===== src/rtl/apb_master_if.sv =====
// apb_master_if: command/response channel plus APB bus for apb_master.
// The master modport is the apb_master view; slave is the environment view.
interface apb_master_if #(
   parameter int         AWIDTH = 10,
   parameter logic [2:0] DSIZE  = 3'd2
);
   localparam int DBYTES = 1 << DSIZE;
   localparam int DWIDTH = DBYTES * 8;

   // command channel
   logic              cmd_valid;
   logic              cmd_ready;
   logic              cmd_write;
   logic [AWIDTH-1:0] cmd_addr;
   logic [DWIDTH-1:0] cmd_wdata;
   logic [DBYTES-1:0] cmd_strb;
   logic [2:0]        cmd_prot;

   // response channel
   logic              rsp_valid;
   logic              rsp_ready;
   logic [DWIDTH-1:0] rsp_rdata;
   logic              rsp_err;

   // APB bus
   logic              psel;
   logic              penable;
   logic              pwrite;
   logic [2:0]        pprot;
   logic [AWIDTH-1:0] paddr;
   logic [DBYTES-1:0] pstrb;
   logic [DWIDTH-1:0] pwdata;
   logic [DWIDTH-1:0] prdata;
   logic              pready;
   logic              pslverr;

   modport master (
      input  cmd_valid, cmd_write, cmd_addr, cmd_wdata, cmd_strb, cmd_prot,
      input  rsp_ready, prdata, pready, pslverr,
      output cmd_ready, rsp_valid, rsp_rdata, rsp_err,
      output psel, penable, pwrite, pprot, paddr, pstrb, pwdata
   );

   modport slave (
      output cmd_valid, cmd_write, cmd_addr, cmd_wdata, cmd_strb, cmd_prot,
      output rsp_ready, prdata, pready, pslverr,
      input  cmd_ready, rsp_valid, rsp_rdata, rsp_err,
      input  psel, penable, pwrite, pprot, paddr, pstrb, pwdata
   );
endinterface


===== src/rtl/apb_master.sv =====
// apb_master: single-outstanding command to APB transfer bridge.
// Optional ACCESS timeout is enabled by defining APB_MASTER_TIMEOUT_EN.
module apb_master #(
   parameter int         AWIDTH  = 10,
   parameter logic [2:0] DSIZE   = 3'd2,
   parameter int         TIMEOUT = 16
) (
   input  logic         pclk,
   input  logic         preset,
   apb_master_if.master bus
);
   localparam int DBYTES = 1 << DSIZE;
   localparam int DWIDTH = DBYTES * 8;

   typedef enum logic [1:0] {IDLE, SETUP, ACCESS, RESP} state_t;

   if (TIMEOUT < 1) begin : g_timeout_range
      $error("apb_master: TIMEOUT must be at least 1");
   end

   state_t            state;
   logic              psel_q;
   logic              penable_q;
   logic              pwrite_q;
   logic [2:0]        pprot_q;
   logic [AWIDTH-1:0] paddr_q;
   logic [DBYTES-1:0] pstrb_q;
   logic [DWIDTH-1:0] pwdata_q;
   logic              rsp_valid_q;
   logic [DWIDTH-1:0] rsp_rdata_q;
   logic              rsp_err_q;

`ifdef APB_MASTER_TIMEOUT_EN
   localparam int              CW   = $clog2(TIMEOUT + 1);
   localparam logic [CW-1:0]   LAST = CW'(TIMEOUT - 1);
   logic [CW-1:0]              stall_cnt;
`endif

   // Command acceptance is the only combinational output.
   assign bus.cmd_ready = (state == IDLE);

   assign bus.psel      = psel_q;
   assign bus.penable   = penable_q;
   assign bus.pwrite    = pwrite_q;
   assign bus.pprot     = pprot_q;
   assign bus.paddr     = paddr_q;
   assign bus.pstrb     = pstrb_q;
   assign bus.pwdata    = pwdata_q;
   assign bus.rsp_valid = rsp_valid_q;
   assign bus.rsp_rdata = rsp_rdata_q;
   assign bus.rsp_err   = rsp_err_q;

   // Transfer sequencer: state plus every registered bus/response output.
   always_ff @(posedge pclk or posedge preset) begin
      if (preset) begin
         state       <= IDLE;
         psel_q      <= 1'b0;
         penable_q   <= 1'b0;
         pwrite_q    <= 1'b0;
         pprot_q     <= '0;
         paddr_q     <= '0;
         pstrb_q     <= '0;
         pwdata_q    <= '0;
         rsp_valid_q <= 1'b0;
         rsp_rdata_q <= '0;
         rsp_err_q   <= 1'b0;
`ifdef APB_MASTER_TIMEOUT_EN
         stall_cnt   <= '0;
`endif
      end else begin
         case (state)
            IDLE: begin
               if (bus.cmd_valid) begin
                  pwrite_q  <= bus.cmd_write;
                  paddr_q   <= bus.cmd_addr;
                  pwdata_q  <= bus.cmd_wdata;
                  pstrb_q   <= bus.cmd_write ? bus.cmd_strb : '0;
                  pprot_q   <= bus.cmd_prot;
                  psel_q    <= 1'b1;
                  penable_q <= 1'b0;
                  state     <= SETUP;
`ifdef APB_MASTER_TIMEOUT_EN
                  stall_cnt <= '0;
`endif
               end
            end
            SETUP: begin
               penable_q <= 1'b1;
               state     <= ACCESS;
            end
            ACCESS: begin
               // pready wins over an expiring timeout on the same cycle.
               if (bus.pready) begin
                  psel_q      <= 1'b0;
                  penable_q   <= 1'b0;
                  rsp_valid_q <= 1'b1;
                  rsp_rdata_q <= pwrite_q ? '0 : bus.prdata;
                  rsp_err_q   <= bus.pslverr;
                  state       <= RESP;
               end
`ifdef APB_MASTER_TIMEOUT_EN
               else if (stall_cnt == LAST) begin
                  stall_cnt   <= stall_cnt + 1'b1;
                  psel_q      <= 1'b0;
                  penable_q   <= 1'b0;
                  rsp_valid_q <= 1'b1;
                  rsp_rdata_q <= '0;
                  rsp_err_q   <= 1'b1;
                  state       <= RESP;
               end else begin
                  stall_cnt <= stall_cnt + 1'b1;
               end
`endif
            end
            RESP: begin
               if (bus.rsp_ready) begin
                  rsp_valid_q <= 1'b0;
                  state       <= IDLE;
               end
            end
            default: state <= IDLE;
         endcase
      end
   end
endmodule


===== src/flat_wrapper.sv =====
// flat-port wrapper written by rule: the top's interface ports become plain ports
module apb_master_flat 
#(
   parameter int         AWIDTH  = 10,
   parameter logic [2:0] DSIZE   = 3'd2,
   parameter int         TIMEOUT = 16
)
  (pclk, preset, bus_cmd_valid, bus_cmd_write, bus_cmd_addr, bus_cmd_wdata, bus_cmd_strb, bus_cmd_prot, bus_rsp_ready, bus_prdata, bus_pready, bus_pslverr, bus_cmd_ready, bus_rsp_valid, bus_rsp_rdata, bus_rsp_err, bus_psel, bus_penable, bus_pwrite, bus_pprot, bus_paddr, bus_pstrb, bus_pwdata);
  apb_master_if #(.AWIDTH(AWIDTH), .DSIZE(DSIZE)) bus_i ();
  input  logic pclk;
  input  logic preset;
  input wire logic [$bits(bus_i.cmd_valid)-1:0] bus_cmd_valid;
  input wire logic [$bits(bus_i.cmd_write)-1:0] bus_cmd_write;
  input wire logic [$bits(bus_i.cmd_addr)-1:0] bus_cmd_addr;
  input wire logic [$bits(bus_i.cmd_wdata)-1:0] bus_cmd_wdata;
  input wire logic [$bits(bus_i.cmd_strb)-1:0] bus_cmd_strb;
  input wire logic [$bits(bus_i.cmd_prot)-1:0] bus_cmd_prot;
  input wire logic [$bits(bus_i.rsp_ready)-1:0] bus_rsp_ready;
  input wire logic [$bits(bus_i.prdata)-1:0] bus_prdata;
  input wire logic [$bits(bus_i.pready)-1:0] bus_pready;
  input wire logic [$bits(bus_i.pslverr)-1:0] bus_pslverr;
  output wire logic [$bits(bus_i.cmd_ready)-1:0] bus_cmd_ready;
  output wire logic [$bits(bus_i.rsp_valid)-1:0] bus_rsp_valid;
  output wire logic [$bits(bus_i.rsp_rdata)-1:0] bus_rsp_rdata;
  output wire logic [$bits(bus_i.rsp_err)-1:0] bus_rsp_err;
  output wire logic [$bits(bus_i.psel)-1:0] bus_psel;
  output wire logic [$bits(bus_i.penable)-1:0] bus_penable;
  output wire logic [$bits(bus_i.pwrite)-1:0] bus_pwrite;
  output wire logic [$bits(bus_i.pprot)-1:0] bus_pprot;
  output wire logic [$bits(bus_i.paddr)-1:0] bus_paddr;
  output wire logic [$bits(bus_i.pstrb)-1:0] bus_pstrb;
  output wire logic [$bits(bus_i.pwdata)-1:0] bus_pwdata;
  assign bus_i.cmd_valid = bus_cmd_valid;
  assign bus_i.cmd_write = bus_cmd_write;
  assign bus_i.cmd_addr = bus_cmd_addr;
  assign bus_i.cmd_wdata = bus_cmd_wdata;
  assign bus_i.cmd_strb = bus_cmd_strb;
  assign bus_i.cmd_prot = bus_cmd_prot;
  assign bus_i.rsp_ready = bus_rsp_ready;
  assign bus_i.prdata = bus_prdata;
  assign bus_i.pready = bus_pready;
  assign bus_i.pslverr = bus_pslverr;
  assign bus_cmd_ready = bus_i.cmd_ready;
  assign bus_rsp_valid = bus_i.rsp_valid;
  assign bus_rsp_rdata = bus_i.rsp_rdata;
  assign bus_rsp_err = bus_i.rsp_err;
  assign bus_psel = bus_i.psel;
  assign bus_penable = bus_i.penable;
  assign bus_pwrite = bus_i.pwrite;
  assign bus_pprot = bus_i.pprot;
  assign bus_paddr = bus_i.paddr;
  assign bus_pstrb = bus_i.pstrb;
  assign bus_pwdata = bus_i.pwdata;
  apb_master #(.AWIDTH(AWIDTH), .DSIZE(DSIZE), .TIMEOUT(TIMEOUT)) u_core (.pclk(pclk), .preset(preset), .bus(bus_i));
endmodule

===== config.mk =====
export PLATFORM = sky130hd
export DESIGN_NAME = apb_master_flat
export DESIGN_NICKNAME = d
export VERILOG_FILES = /design/src/rtl/apb_master_if.sv /design/src/rtl/apb_master.sv /design/src/flat_wrapper.sv
export SDC_FILE = /design/constraint.sdc
export NUM_CORES = 1
export LEC_CHECK = 0
export CAP_MARGIN = 15
export CORE_AREA = 4 4 74 127
export DETAILED_ROUTE_END_ITERATION = 8
export DIE_AREA = 0 0 78 131
export PLACE_DENSITY = 0.91
export SYNTH_ARGS = -nofsm -noshare
export SYNTH_HDL_FRONTEND = slang
export SYNTH_SLANG_ARGS = --single-unit

===== constraint.sdc =====
create_clock -name pclk -period 5.5 [get_ports pclk]
set_input_delay 1.1 -clock pclk [delete_from_list [all_inputs] [get_ports pclk]]
set_output_delay 1.1 -clock pclk [all_outputs]
set_load 0.005 [all_outputs]

-- After elaboration in Yosys (flattened, before gate mapping)
Cells that the tools add are included.
- output and inout bits: 87
- input bits: 88
- logic and storage cells: 41
- bits in registers: 88
- equal/unequal tests: 6
- muxes and demuxes: 14
- reductions and logical operators: 10
- operators by type and width (operator ; count):
    2-to-1 mux 32 bit ; 1
    AND reduction 3 bit ; 4
    one-hot mux 2 bit (4 select lines) ; 1
    2-to-1 mux 2 bit ; 3
    != test 2 bit (second input constant) ; 3
    2-to-1 mux 1 bit ; 5
    == test 2 bit (second input constant) ; 2
    2-to-1 mux 4 bit ; 1
    one-hot mux 1 bit (2 select lines) ; 2
    AND reduction 2 bit ; 2
    nonzero test 2 bit ; 2
    one-hot mux 1 bit (3 select lines) ; 1
    nonzero test 3 bit ; 1
    == test 2 x 1 -> 1 bit (second input constant) ; 1
    logical NOT 2 bit ; 1

-- Logic depth before layout (Yosys ltp)
Gate-level depths: netlist (run 1).
- depth in word-level cells: 3
- mapped depth: 7
- gate-level depth less buffers: 5

-- Worst setup path before layout (run 1)
No wires, ideal clock.
- kind: input -> register
- start point: in bus_cmd_valid
- end point: reg u_core.pwdata_q[8], in the netlist u_core.bus.pwdata[8]
- path slack: 3.578 ns
- arrival: 1.795 ns
- buffers on the path: 1
- stages on the path: 3
- setup time: 0.128 ns
- required time: 5.372 ns
- cell sequence: nand2_2 -> buf_2 -> mux2_1
- longest elaborated chain between the ends: 1
- RTL lines (what ; RTL line ; text):
    start: declaration ; flat_wrapper.sv:12 ; input wire logic [$bits(bus_i.cmd_valid)-1:0] bus_cmd_valid;
    AND reduction 2 bit (no line) ; n/a ;
    end signal: assignment ; apb_master.sv:76 ; pwdata_q <= bus.cmd_wdata;
    end: declaration ; apb_master.sv:28 ; logic [DWIDTH-1:0] pwdata_q;
No other way between the ends.
A chain may end at the register's enable or synchronous reset.

-- Worst setup path after layout (run 1)
- start point: reg u_core.pwrite_q, in the netlist u_core.bus.pwrite
- end point: out bus_pwrite
- RTL lines (what ; RTL line ; text):
    start: declaration ; apb_master.sv:24 ; logic pwrite_q;
    start signal: assignment ; apb_master.sv:74 ; pwrite_q <= bus.cmd_write;
    end: declaration ; flat_wrapper.sv:28 ; output wire logic [$bits(bus_i.pwrite)-1:0] bus_pwrite;
No word-level cell between the ends.

==> impl_metrics.yaml, run 1 <==
drt:
  drc: 0
  drtIter0Drc: 74
  wirelength_mm: 9.60
  viasPerCell: 4.82
  dr.pass1.iters: 4
  avgRoutedWirePerCell_um: 16.7
  postRouteAntennaNets: 0
  num_vias: 2777
power_and_ir_drop:
  p_sw_share_pct: 29.1
  p_sw_mw: 0.890
  power.density_nw_per_um2: 538
  ir_worst_vdd_mv: 0.302
  internal_power_mw: 2.17
  p_leak_nw: 2.43
  seqPwrFrac_pct: 37.7
  clkPwrFrac_pct: 20.2
  power_frac_comb_pct: 42.2
floorplan:
  rows: 44
  core_area_sq_um: 8310
  initial_core_util_pct: 42.9
  dieHeight_um: 131
  die-area_sq_um: 10200
  io_pins: 175
  die_width_um: 78
synth:
  yosysSeqAreaShare_pct: 61.7
  syn_avg_cell_area_sq_um: 12.5
  synth_largest_area_cell: "dfrtp_1"
  yosysWarnings: 0
  ys_top_cells_by_area: "dfrtp_1 (62%), mux2_1 (15%), nand2b_1 (5.8%)"
  syn-cell-area_sq_um: 3570
  ys_ff_latch: 88
  synth_nets: 379
  synth_cells: 285
  netlist.area_leader.share_pct: 61.7
  ys_types: 19
sta:
  timing.final.crit_share_pct: 53.4
  timing.hold.ws_ns: 0.474
  min_period_ns: 2.94
  max_clock_freq_mhz: 341
  fin_skew_ns: 0.00788
  slew_headroom_pct: 30.8
  hold_viol: 0
  slew_viol_final: 0
  rsz0062_at_grt: "false"
  worst_slew_pin_slew_ns: 1.03
  setup_ws_ns: 2.56
  fin_tns_setup_ns: 0
  finalSetupViolCount: 0
clocking:
  cts.htree.levels: 3
  clk_pin_slew_ns: 0.06
  clock-sinks: 88
  cts_tree: "yes"
  root_buffer: "clkbuf_16"
  postCtsSetupRepairBufs: 0
  insertion_delay_ns: 0.33
  cts_buffers: 9
  post_cts_resized: 0
  cts_buffer_depth: 2
  postCtsHoldBufs: 0
worst_setup_path:
  cp_top_family: "flip-flops"
  critical_path_arrival_ns: 1.84
  path_max_fanout: 34
  worstSetupPathType: "flip-flop to output pin"
  slowest_stage: "dfrtp_1"
  cp_slowest_stage_delay_ns: 0.86
  start_kind: "flip-flop"
  path_cells: "clkdlybuf4s50_1"
  endpoint_kind: "output pin"
  required_ns: 4.40
  path_buf_inv: 1
final_layout:
  finalInstanceArea_sq_um: 5680
  regArea_sq_um: 2200
  nets: 551
  multi_input_area_sq_um: 1260
  drive_above_1_share_pct: 4.56
  post-route-util_pct: 68.4
  fillers: 604
  final_common_cell: "clkdlybuf4s50_1"
  area_growth_pct: 59.3
  layout_common_cells: "clkdlybuf4s50_1 (174), dfrtp_1 (88), mux2_1 (49)"
  insertedDiodeCount: 0
global_route:
  gr-total-overflow: 0
  antenna_found_initial: 0
  grt_pass1_wl_mm: 14.6
  grt_pass1_vias: 2945
  grt_start_max_net_pins: 66
  grt_use_total_pct: 18.8
hold_path:
  worst_hold_path_type: "flip-flop to flip-flop"
place:
  port_buffers: 174
  dp_hpwl_mm: 7.34
  gp_congestion: 0.773
  placed_area_sq_um: 5380
  pre_cts_ws_ns: 2.58
run_status:
  status: "finished clean"
run:
  max-cap-violations: 0
## per-layer routing
layer | share of wire (%) | track usage, % | vias to the layer above | wire length [um]
li1 | - | - | 1288 | -
met2 | 58 | 35.9 | 97 | 5600
met4 | 4.3 | 12.0 | 0 | 415
met3 | 4.0 | 2.95 | 27 | 382
met5 | 0 | 0 | - | 0
met1 | 33 | 18.7 | 1365 | 3200
## final cells by class
| cell class | count | share of cell area, % |
|---|---|---|
| Sequential cell | 88 | 38.7 |
| Inverter | 4 | 0.286 |
| Clock inverter | 3 | 0.705 |
| Clock buffer | 12 | 4.69 |
| Tap cell | 115 | 2.53 |
| Multi-Input combinational cell | 178 | 22.1 |
| Timing Repair Buffer | 176 | 30.9 |
## cells in the mapped netlist
library cell / number
mux2i_1: 2
a21oi_1: 1
buf_2: 7
o21ai_0: 15
nor2b_1: 2
nand2b_1: 33
o21ai_1: 24
inv_1: 4
o31ai_1: 1
nand2_1: 41
ha_1: 6
clkbuf_1: 4
nor2_1: 1
nor3_1: 1
nand2_2: 1
mux2_1: 49
buf_6: 4
a211oi_2: 1
dfrtp_1: 88
## power groups by stage
stage | registers (mW) | clock network, mW | logic, mW
2_1_floorplan | 1.15 | 0 | 0.496
3_3_place_gp | 1.14 | 0 | 1.26
3_5_place_dp | 1.16 | 0 | 1.31
4_1_cts | 1.16 | 0.627 | 1.32
5_1_grt | 1.20 | 0.652 | 1.41
6_report | 1.15 | 0.616 | 1.29
## flip-flops by register name, summed over array words and instances, names as in the netlist
register / cells
u_core.bus.pwdata: 32
u_core.bus.rsp_rdata: 32
u_core.bus.paddr: 10
u_core.bus.pstrb: 4
u_core.bus.pprot: 3
u_core.state: 2
u_core.bus.penable: 1
u_core.bus.psel: 1
u_core.bus.pwrite: 1
u_core.bus.rsp_err: 1
u_core.bus.rsp_valid: 1
## cell families after synthesis
group,Yosys count,share of synthesized area (%)
fa+ha+maj,6,2.10
simple gates,79,10.9
flops,88,61.7
mux,51,16.0
compound gates,42,6.17
buf+inv,19,3.09
## stage by stage
stage | std cells | total power [mW]
2_1_floorplan | 285 | 1.65
3_3_place_gp | 561 | 2.40
3_5_place_dp | 561 | 2.47
4_1_cts | 576 | 3.10
5_1_grt | 576 | 3.26
6_report | 576 | 3.06
## worst paths after layout
kind	start	endpoint	slack [ns]	cells past startpoint
hold reg to reg	u_core.bus.rsp_rdata[27]$_DFFE_PP0P_	u_core.bus.rsp_rdata[27]$_DFFE_PP0P_	0.47	2
min in group asynchronous	preset	u_core.bus.pwdata[5]$_DFFE_PP0P_	1.18	2
hold / removal	u_core.bus.rsp_rdata[27]$_DFFE_PP0P_	u_core.bus.rsp_rdata[27]$_DFFE_PP0P_	0.47	2
setup reg to reg	u_core.state[0]$_DFFE_PP0P_	u_core.bus.rsp_err$_DFFE_PP0P_	3.40	4
setup / recovery	u_core.bus.pwrite$_DFFE_PP0P_	bus_pwrite	2.56	1
max in group asynchronous	preset	u_core.bus.paddr[2]$_DFFE_PP0P_	3.27	3
Note: power is estimated with default switching activity, not from simulation.
==> inputs of run 2 (changes only) <==
--- a/config.mk
+++ b/config.mk
@@ -6,10 +6,10 @@
 export NUM_CORES = 1
 export LEC_CHECK = 0
 export CAP_MARGIN = 15
-export CORE_AREA = 4 4 74 127
+export CORE_AREA = 4 4 81 139
 export DETAILED_ROUTE_END_ITERATION = 8
-export DIE_AREA = 0 0 78 131
-export PLACE_DENSITY = 0.91
+export DIE_AREA = 0 0 85 143
+export PLACE_DENSITY = 0.81
 export SYNTH_ARGS = -nofsm -noshare
 export SYNTH_HDL_FRONTEND = slang
 export SYNTH_SLANG_ARGS = --single-unit
==> constraint.sdc (replaced) <==
create_clock -name pclk -period 2.7 [get_ports pclk]
set_input_delay 0.54 -clock pclk [delete_from_list [all_inputs] [get_ports pclk]]
set_output_delay 0.54 -clock pclk [all_outputs]
set_load 0.005 [all_outputs]
==> run 2 against run 1 <==
Compared with the run above:
- combinational power is 110% higher
- via count is 1.7% lower
- clock skew is 0.0018 ns higher
- first-iteration DRC count is 1.4% higher
- wire length is 1.3% lower
- sequential share of layout area is 0.45 points lower
- register-to-register slack worse by 2.6 ns
- final area is 1.2% higher
- power is 100% higher
- core utilization is 12 points lower
- highest routed layer unchanged
==> impl_metrics.yaml, run 2 (synthesis results as in run 1) <==
clocking:
  post_cts_resized: 0
  insertion_delay_ns: 0.33
  clock-sinks: 88
  cts_buffers: 9
  root_buffer: "clkbuf_16"
  cts_tree: "yes"
  cts.htree.levels: 3
  postCtsSetupRepairBufs: 0
  postCtsHoldBufs: 0
  cts_buffer_depth: 2
  clk_pin_slew_ns: 0.06
sta:
  rsz0062_at_grt: "false"
  worst_slew_pin_slew_ns: 0.563
  min_period_ns: 2.17
  fin_skew_ns: 0.00969
  timing.final.crit_share_pct: 80.5
  hold_viol: 0
  slew_headroom_pct: 62.3
  finalSetupViolCount: 0
  slew_viol_final: 0
  fin_tns_setup_ns: 0
  max_clock_freq_mhz: 460
final_layout:
  final_common_cell: "clkdlybuf4s50_1"
  area_growth_pct: 61.2
  insertedDiodeCount: 0
  finalInstanceArea_sq_um: 5750
  drive_above_1_share_pct: 5.15
  post-route-util_pct: 56.2
  layout_common_cells: "clkdlybuf4s50_1 (174), dfrtp_1 (88), mux2_1 (49)"
  nets: 555
  final-instance-count-excl-fill: 593
floorplan:
  die-area_sq_um: 12200
  dieHeight_um: 143
  core_area_sq_um: 10200
  initial_core_util_pct: 34.8
  io_pins: 175
  die_width_um: 85
  rows: 49
global_route:
  grt_pass1_vias: 2914
  grt_start_max_net_pins: 89
  grt_use_total_pct: 15.9
  antenna_found_initial: 0
  grt_pass1_wl_mm: 15.0
  gr-total-overflow: 0
power_and_ir_drop:
  power.density_nw_per_um2: 1090
  ir_worst_vdd_mv: 0.512
  p_leak_nw: 2.45
worst_setup_path:
  r2r_start: "u_core.state[1]$_DFFE_PP0P_"
  reg2reg_slack_ns: 0.84
  worstSetupPathType: "flip-flop to output pin"
  required_ns: 2.16
  critical_path_arrival_ns: 1.63
  crit_start: "u_core.state[0]$_DFFE_PP0P_"
  reg2reg_to: "u_core.bus.pwdata[20]$_DFFE_PP0P_"
  r2r_cells: 5
  start_kind: "flip-flop"
  crit_path_end: "bus_cmd_ready"
  endpoint_kind: "output pin"
  path_max_fanout: 5
drt:
  num_vias: 2730
  dr.pass1.iters: 4
  wirelength_mm: 9.47
  viasPerCell: 4.60
  drc: 0
  postRouteAntennaNets: 0
  avgRoutedWirePerCell_um: 16.0
  drtIter0Drc: 75
place:
  dp_hpwl_mm: 7.27
  gp_congestion: 0.768
  dp_cells: 577
  placed_area_sq_um: 5450
  port_buffers: 174
run_status:
  status: "finished clean"
run:
  max-cap-violations: 0
hold_path:
  worst_hold_path_type: "flip-flop to flip-flop"
[run 2: cell types whose count changed in the layout (fill, tap and decap cells not counted)]
cell	before	now
buf_12	0	2
buf_4	2	4
clkbuf_1	0	2
clkinvlp_4	0	1
clkinv_2	3	2
clkbuf_8	3	2
[run 2: worst min-delay path by stage]
stage | slack [ns] | from | cells after the start | endpoint
2_1_floorplan | 0.47 | u_core.bus.rsp_rdata[18]$_DFFE_PP0P_ | 2 | u_core.bus.rsp_rdata[18]$_DFFE_PP0P_
3_3_place_gp | 0.47 | u_core.bus.rsp_rdata[22]$_DFFE_PP0P_ | 2 | u_core.bus.rsp_rdata[22]$_DFFE_PP0P_
3_5_place_dp | 0.47 | u_core.bus.rsp_rdata[22]$_DFFE_PP0P_ | 2 | u_core.bus.rsp_rdata[22]$_DFFE_PP0P_
4_1_cts | 0.49 | u_core.bus.rsp_rdata[22]$_DFFE_PP0P_ | 2 | u_core.bus.rsp_rdata[22]$_DFFE_PP0P_
5_1_grt | 0.51 | u_core.bus.rsp_rdata[17]$_DFFE_PP0P_ | 2 | u_core.bus.rsp_rdata[17]$_DFFE_PP0P_
6_report | 0.48 | u_core.bus.rsp_rdata[26]$_DFFE_PP0P_ | 2 | u_core.bus.rsp_rdata[26]$_DFFE_PP0P_
[run 2: per-stage QoR]
step	setup slack [ns]	power, mW	hold WS, ns
6_report	0.527	6.24	0.481
5_1_grt	0.420	6.67	0.508
4_1_cts	0.496	6.35	0.485
3_5_place_dp	0.559	5.08	0.471
3_3_place_gp	0.605	4.97	0.465
2_1_floorplan	1.14	3.36	0.473
[run 2: layout make-up]
cell class	instances	area [sq um]
clock buffer	13	260
clock inverter	3	40.0
fill	840	4490
inverter	4	18.8
multi-input combinational	178	1260
sequential	88	2200
tap	127	159
timing repair buffer	180	1810
[run 2: power by group]
part           internal, mW  leakage, nW  switching, mW  total (mW)
clock                 0.765        0.150          0.470        1.24
combinational          1.71         1.23          0.998        2.70
sequential             1.96         1.07          0.341        2.30
total                  4.43         2.45           1.81        6.24
[run 2: layer usage]
| layer | part of all wire [%] | vias to the layer above | track usage [%] |
|---|---|---|---|
| li1 | - | 1297 | - |
| met5 | 0 | - | 0 |
| met4 | 3.5 | 0 | 8.34 |
| met2 | 57 | 102 | 29.1 |
| met3 | 5.3 | 25 | 3.52 |
| met1 | 34 | 1306 | 16.6 |
[run 2: worst max-delay path, stage by stage (launching register included)]
cell,delay [ns]
dfrtp_1,0.40
inv_1,0.15
ha_1,0.23
clkdlybuf4s50_1,0.53
==> patch 1, RTL diff (flow settings as in run 2) <==
`AWIDTH` is set to 10 in 3 places; all go to 20.
--- a/src/rtl/apb_master_if.sv
+++ b/src/rtl/apb_master_if.sv
@@ -1,7 +1,7 @@
 // apb_master_if: command/response channel plus APB bus for apb_master.
 // The master modport is the apb_master view; slave is the environment view.
 interface apb_master_if #(
-   parameter int         AWIDTH = 10,
+   parameter int         AWIDTH = 20,
    parameter logic [2:0] DSIZE  = 3'd2
 );
    localparam int DBYTES = 1 << DSIZE;
--- a/src/rtl/apb_master.sv
+++ b/src/rtl/apb_master.sv
@@ -1,7 +1,7 @@
 // apb_master: single-outstanding command to APB transfer bridge.
 // Optional ACCESS timeout is enabled by defining APB_MASTER_TIMEOUT_EN.
 module apb_master #(
-   parameter int         AWIDTH  = 10,
+   parameter int         AWIDTH  = 20,
    parameter logic [2:0] DSIZE   = 3'd2,
    parameter int         TIMEOUT = 16
 ) (
--- a/src/flat_wrapper.sv
+++ b/src/flat_wrapper.sv
@@ -1,7 +1,7 @@
 // flat-port wrapper written by rule: the top's interface ports become plain ports
 module apb_master_flat 
 #(
-   parameter int         AWIDTH  = 10,
+   parameter int         AWIDTH  = 20,
    parameter logic [2:0] DSIZE   = 3'd2,
    parameter int         TIMEOUT = 16
 )
Ports: changed (resized bus_cmd_addr and bus_paddr); port bits go from 175 to 195. The function was not compared with the original's and may differ.
==> patch 1 against run 2 <==
- setup slack worse by 0.036 ns
- final area is 10% higher
- register-to-register slack better by 0.14 ns
- sequential cell count is 10 higher
- wire length is 9.3% higher
- final cell count is 6.7% higher
- synthesized area is 9.5% higher
- die area stayed put
- power is 12% higher
==> patch 1: results (changes against run 2) <==
[placement]
place_ws_ns = 0.746  ; was 0.559 ns
portBuffers = 194  ; was 174
place_hpwl_um = 8020  ; was 7270 um
place_congestion = 0.804  ; was 0.768
place_area_sq_um = 6020  ; was 5450 sq um
dp.cells = 617  ; was 577

[synth]
seq_area_frac_synth = 0.628  ; was 0.617
synth_cells = 306  ; was 285

[setup_path]
crit_arrival_ns = 1.67  ; was 1.63 ns

[timing]
max_slew_margin = 0.587  ; was 0.623
skew_ns = 0.00673  ; was 0.00969 ns

[power]
p_leak_nw = 2.70  ; was 2.45 nW
p_sw_w = 0.00198  ; was 0.00181 W
comb_power_w = 0.00307  ; was 0.00270 W
seq_power_share = 0.365  ; was 0.369
total_power_w = 0.00699  ; was 0.00624 W

[grt]
grt.total_usage = 0.170  ; was 0.159
grt_max_degree = 65  ; was 89
grt_pass1_wl_um = 16200  ; was 15000 um

[layout]
nets = 605  ; was 555
final_cells = 633  ; was 593
finalInstanceArea_sq_um = 6350  ; was 5750 sq um
fill_cells = 825  ; was 840

[status]
status = completed  ; unchanged

[detailed_routing]
detail_route.wl_per_cell_um = 16.4  ; was 16.0 um

-- patch 1: cell type report --
| cell class | instances | area share |
|---|---|---|
| clock inverter | 7 | 0.0160 |
| tap | 127 | 0.0250 |
| timing repair buffer | 200 | 0.319 |
| sequential | 98 | 0.386 |
| clock buffer | 9 | 0.0355 |
| inverter | 4 | 0.00296 |
| multi-input combinational | 188 | 0.216 |
-- patch 1: logic make-up (layout without fill, tap and decap cells) --
family,after synthesis,in the layout,synth area share
AO/OA/AOI/OAI,42,42,0.0564
adder cells (fa/ha/maj),6,6,0.0192
buffers and inverters,20,220,0.0221
flip-flops,98,98,0.628
multiplexers,61,61,0.175
AND/OR/NAND/NOR,79,79,0.0993
-- patch 1: metal layers --
metal / vias up / part of all wire / global-route usage
met4: 0 / 0.020 / 0.0651
met1: 1443 / 0.34 / 0.168
met2: 105 / 0.57 / 0.324
met3: 14 / 0.069 / 0.0543
li1: 1417 / - / -
met5: - / 0 / 0
-- patch 1: path summary, 6_finish.rpt --
| path | start | depth (start not counted) | to | slack (ns) |
|---|---|---|---|---|
| worst max register to register | u_core.state[0] | 5 | u_core.state[1] | 0.98 |
| min in group asynchronous | preset | 2 | u_core.bus.paddr[13] | 0.64 |
| worst min register to register | u_core.bus.rsp_rdata[1] | 2 | u_core.bus.rsp_rdata[1] | 0.48 |
| max in group asynchronous | preset | 3 | u_core.bus.rsp_rdata[13] | 1.44 |
| worst max-delay path | u_core.state[0] | 3 | bus_cmd_ready | 0.49 |
| worst min-delay path | u_core.bus.rsp_rdata[1] | 2 | u_core.bus.rsp_rdata[1] | 0.48 |
-- patch 1: critical path: cells and delay by family, from the launching register on --
kind	cells	cell delay, ns
adder cells (fa/ha/maj)	1	0.24
buffers and inverters	2	0.69
flip-flops	1	0.41
==> patch 2, RTL diff (config.mk and constraints of run 2) <==
Without the edit above. The 4 states of `state_t` get a one-hot encoding in 4 bits.
--- a/src/rtl/apb_master.sv
+++ b/src/rtl/apb_master.sv
@@ -12,7 +12,7 @@
    localparam int DBYTES = 1 << DSIZE;
    localparam int DWIDTH = DBYTES * 8;
 
-   typedef enum logic [1:0] {IDLE, SETUP, ACCESS, RESP} state_t;
+   typedef enum logic [3:0] {IDLE = 4'b0001, SETUP = 4'b0010, ACCESS = 4'b0100, RESP = 4'b1000} state_t;
 
    if (TIMEOUT < 1) begin : g_timeout_range
       $error("apb_master: TIMEOUT must be at least 1");
Formal check against the unedited RTL: same outputs for any inputs over 10 cycles, from zero or initial values and one cycle with preset high; not proved beyond that.
==> patch 2 against run 2 <==
- power fell by 2.7%
- critical path depth shrank 1
- synthesized area rose by 10%
- synthesized cell count fell by 11%
- final area is 5.6% higher
- combinational power down 4%
- sequential cell count increased by 2
- clock skew about the same
- setup slack got worse by 0.13 ns
- utilization grew 3.2 points
- count of clock-buffer cells in the layout decreased by 4
- wire length grew 1.9%
- largest cell class unchanged
==> patch 2: results (changes against run 2) <==
[setup_path]
max_stage_delay_ns = 0.63  ; was 0.53 ns
crit_arrival_ns = 1.77  ; was 1.63 ns
critical-path-top-delay-family = flip-flops  ; was buffers and inverters
slowest_stage = dfstp_2  ; was clkdlybuf4s50_1
r2r_slack_ns = 0.72  ; was 0.84 ns
r2r_start = u_core.state[0]  ; was u_core.state[1]
reg2reg_to = u_core.bus.pwdata[4]  ; was u_core.bus.pwdata[20]
cp_max_fo = 8  ; was 5
reg2reg_depth = 4  ; was 5
crit_type = flip-flop to output port  ; unchanged

[timing]
hold-worst-slack_ns = 0.490  ; was 0.481 ns
max_slew_margin = 0.736  ; was 0.623
skew_ns = 0.00921  ; was 0.00969 ns

[power]
swShare = 0.277  ; was 0.290
pg_seq_w = 0.00223  ; was 0.00230 W
vdd_drop_max_mv = 0.670  ; was 0.512 mV
p_leak_nw = 2.68  ; was 2.45 nW
power_frac_clock = 0.207  ; was 0.198

[placement]
dp.cells = 548  ; was 577
place_area_sq_um = 5770  ; was 5450 sq um
place_ws_ns = 0.597  ; was 0.559 ns
place_hpwl_um = 7360  ; was 7270 um
place_congestion = 0.731  ; was 0.768

[detailed_routing]
wl_met2_um = 5380  ; was 5440 um
vias = 2620  ; was 2730
dr.first_iter.drc_count = 98  ; was 75
met1_length_um = 3420  ; was 3190 um
detail_route.wl_per_cell_um = 17.1  ; was 16.0 um
wl_um = 9650  ; was 9470 um
wl_met3_um = 643  ; was 506 um

[grt]
grt.total_usage = 0.159  ; about the same
grt_use_met2 = 0.284  ; was 0.291
use_met1 = 0.171  ; was 0.166
grt_pass1_wl_um = 15000  ; about the same
grt_pass1_vias = 2908  ; was 2914
grt_max_degree = 42  ; was 89
grt_util_met3 = 0.0508  ; was 0.0352

[synth]
ys_types = 29  ; was 19
synthTopCellsByCount = dfrtp_1, mux2_4, nor2b_1  ; was dfrtp_1, mux2_1, nand2_1
seq_area_frac_synth = 0.573  ; was 0.617
syn_nets = 342  ; was 379
yosys.area_share.adder = 0  ; was 0.0210
synth-compound-area-share = 0.0127  ; was 0.0617
synthMuxAreaShare = 0.277  ; was 0.160
synth_cells = 254  ; was 285

[status]
status = completed  ; unchanged

[layout]
nets = 520  ; was 555
antenna_cells = 0  ; unchanged
drive_gt1_frac = 0.188  ; was 0.0515
fill_cells = 806  ; was 840

[worst_hold_path]
holdPathEnd = u_core.bus.rsp_rdata[19]  ; was u_core.bus.rsp_rdata[26]
whs_path_depth = 1  ; was 2
worstHoldStart = u_core.bus.rsp_rdata[19]  ; was u_core.bus.rsp_rdata[26]

-- patch 2: cell count changes after synthesis, sizes merged, moves of 2 or more --
cell / run 2 / this run
ha: 6 / 0
inv: 4 / 6
mux2: 49 / 79
mux2i: 2 / 4
nand2: 42 / 7
nand2b: 33 / 0
nor2b: 2 / 32
nor3: 1 / 3
nor4b: 0 / 3
o21ai: 39 / 2
-- patch 2: layout make-up --
class / count / area share
clock inverters: 7 / 0.0130
multi-input cells: 143 / 0.245
flip-flops and latches: 90 / 0.371
repair buffers: 182 / 0.303
inverters: 6 / 0.00433
well taps: 127 / 0.0262
clock buffers: 9 / 0.0371
-- patch 2: cells by family after synthesis --
kind of cell	after synthesis
compound gates	8
buf+inv	21
flops	90
mux	83
simple gates	52
-- patch 2: metrics by stage --
stage / total power [W] / utilization
floorplan: 0.00351 / -
global placement: 0.00479 / 0.563
detailed placement: 0.00487 / 0.563
CTS: 0.00617 / 0.593
global route: 0.00642 / 0.593
finish: 0.00607 / 0.593
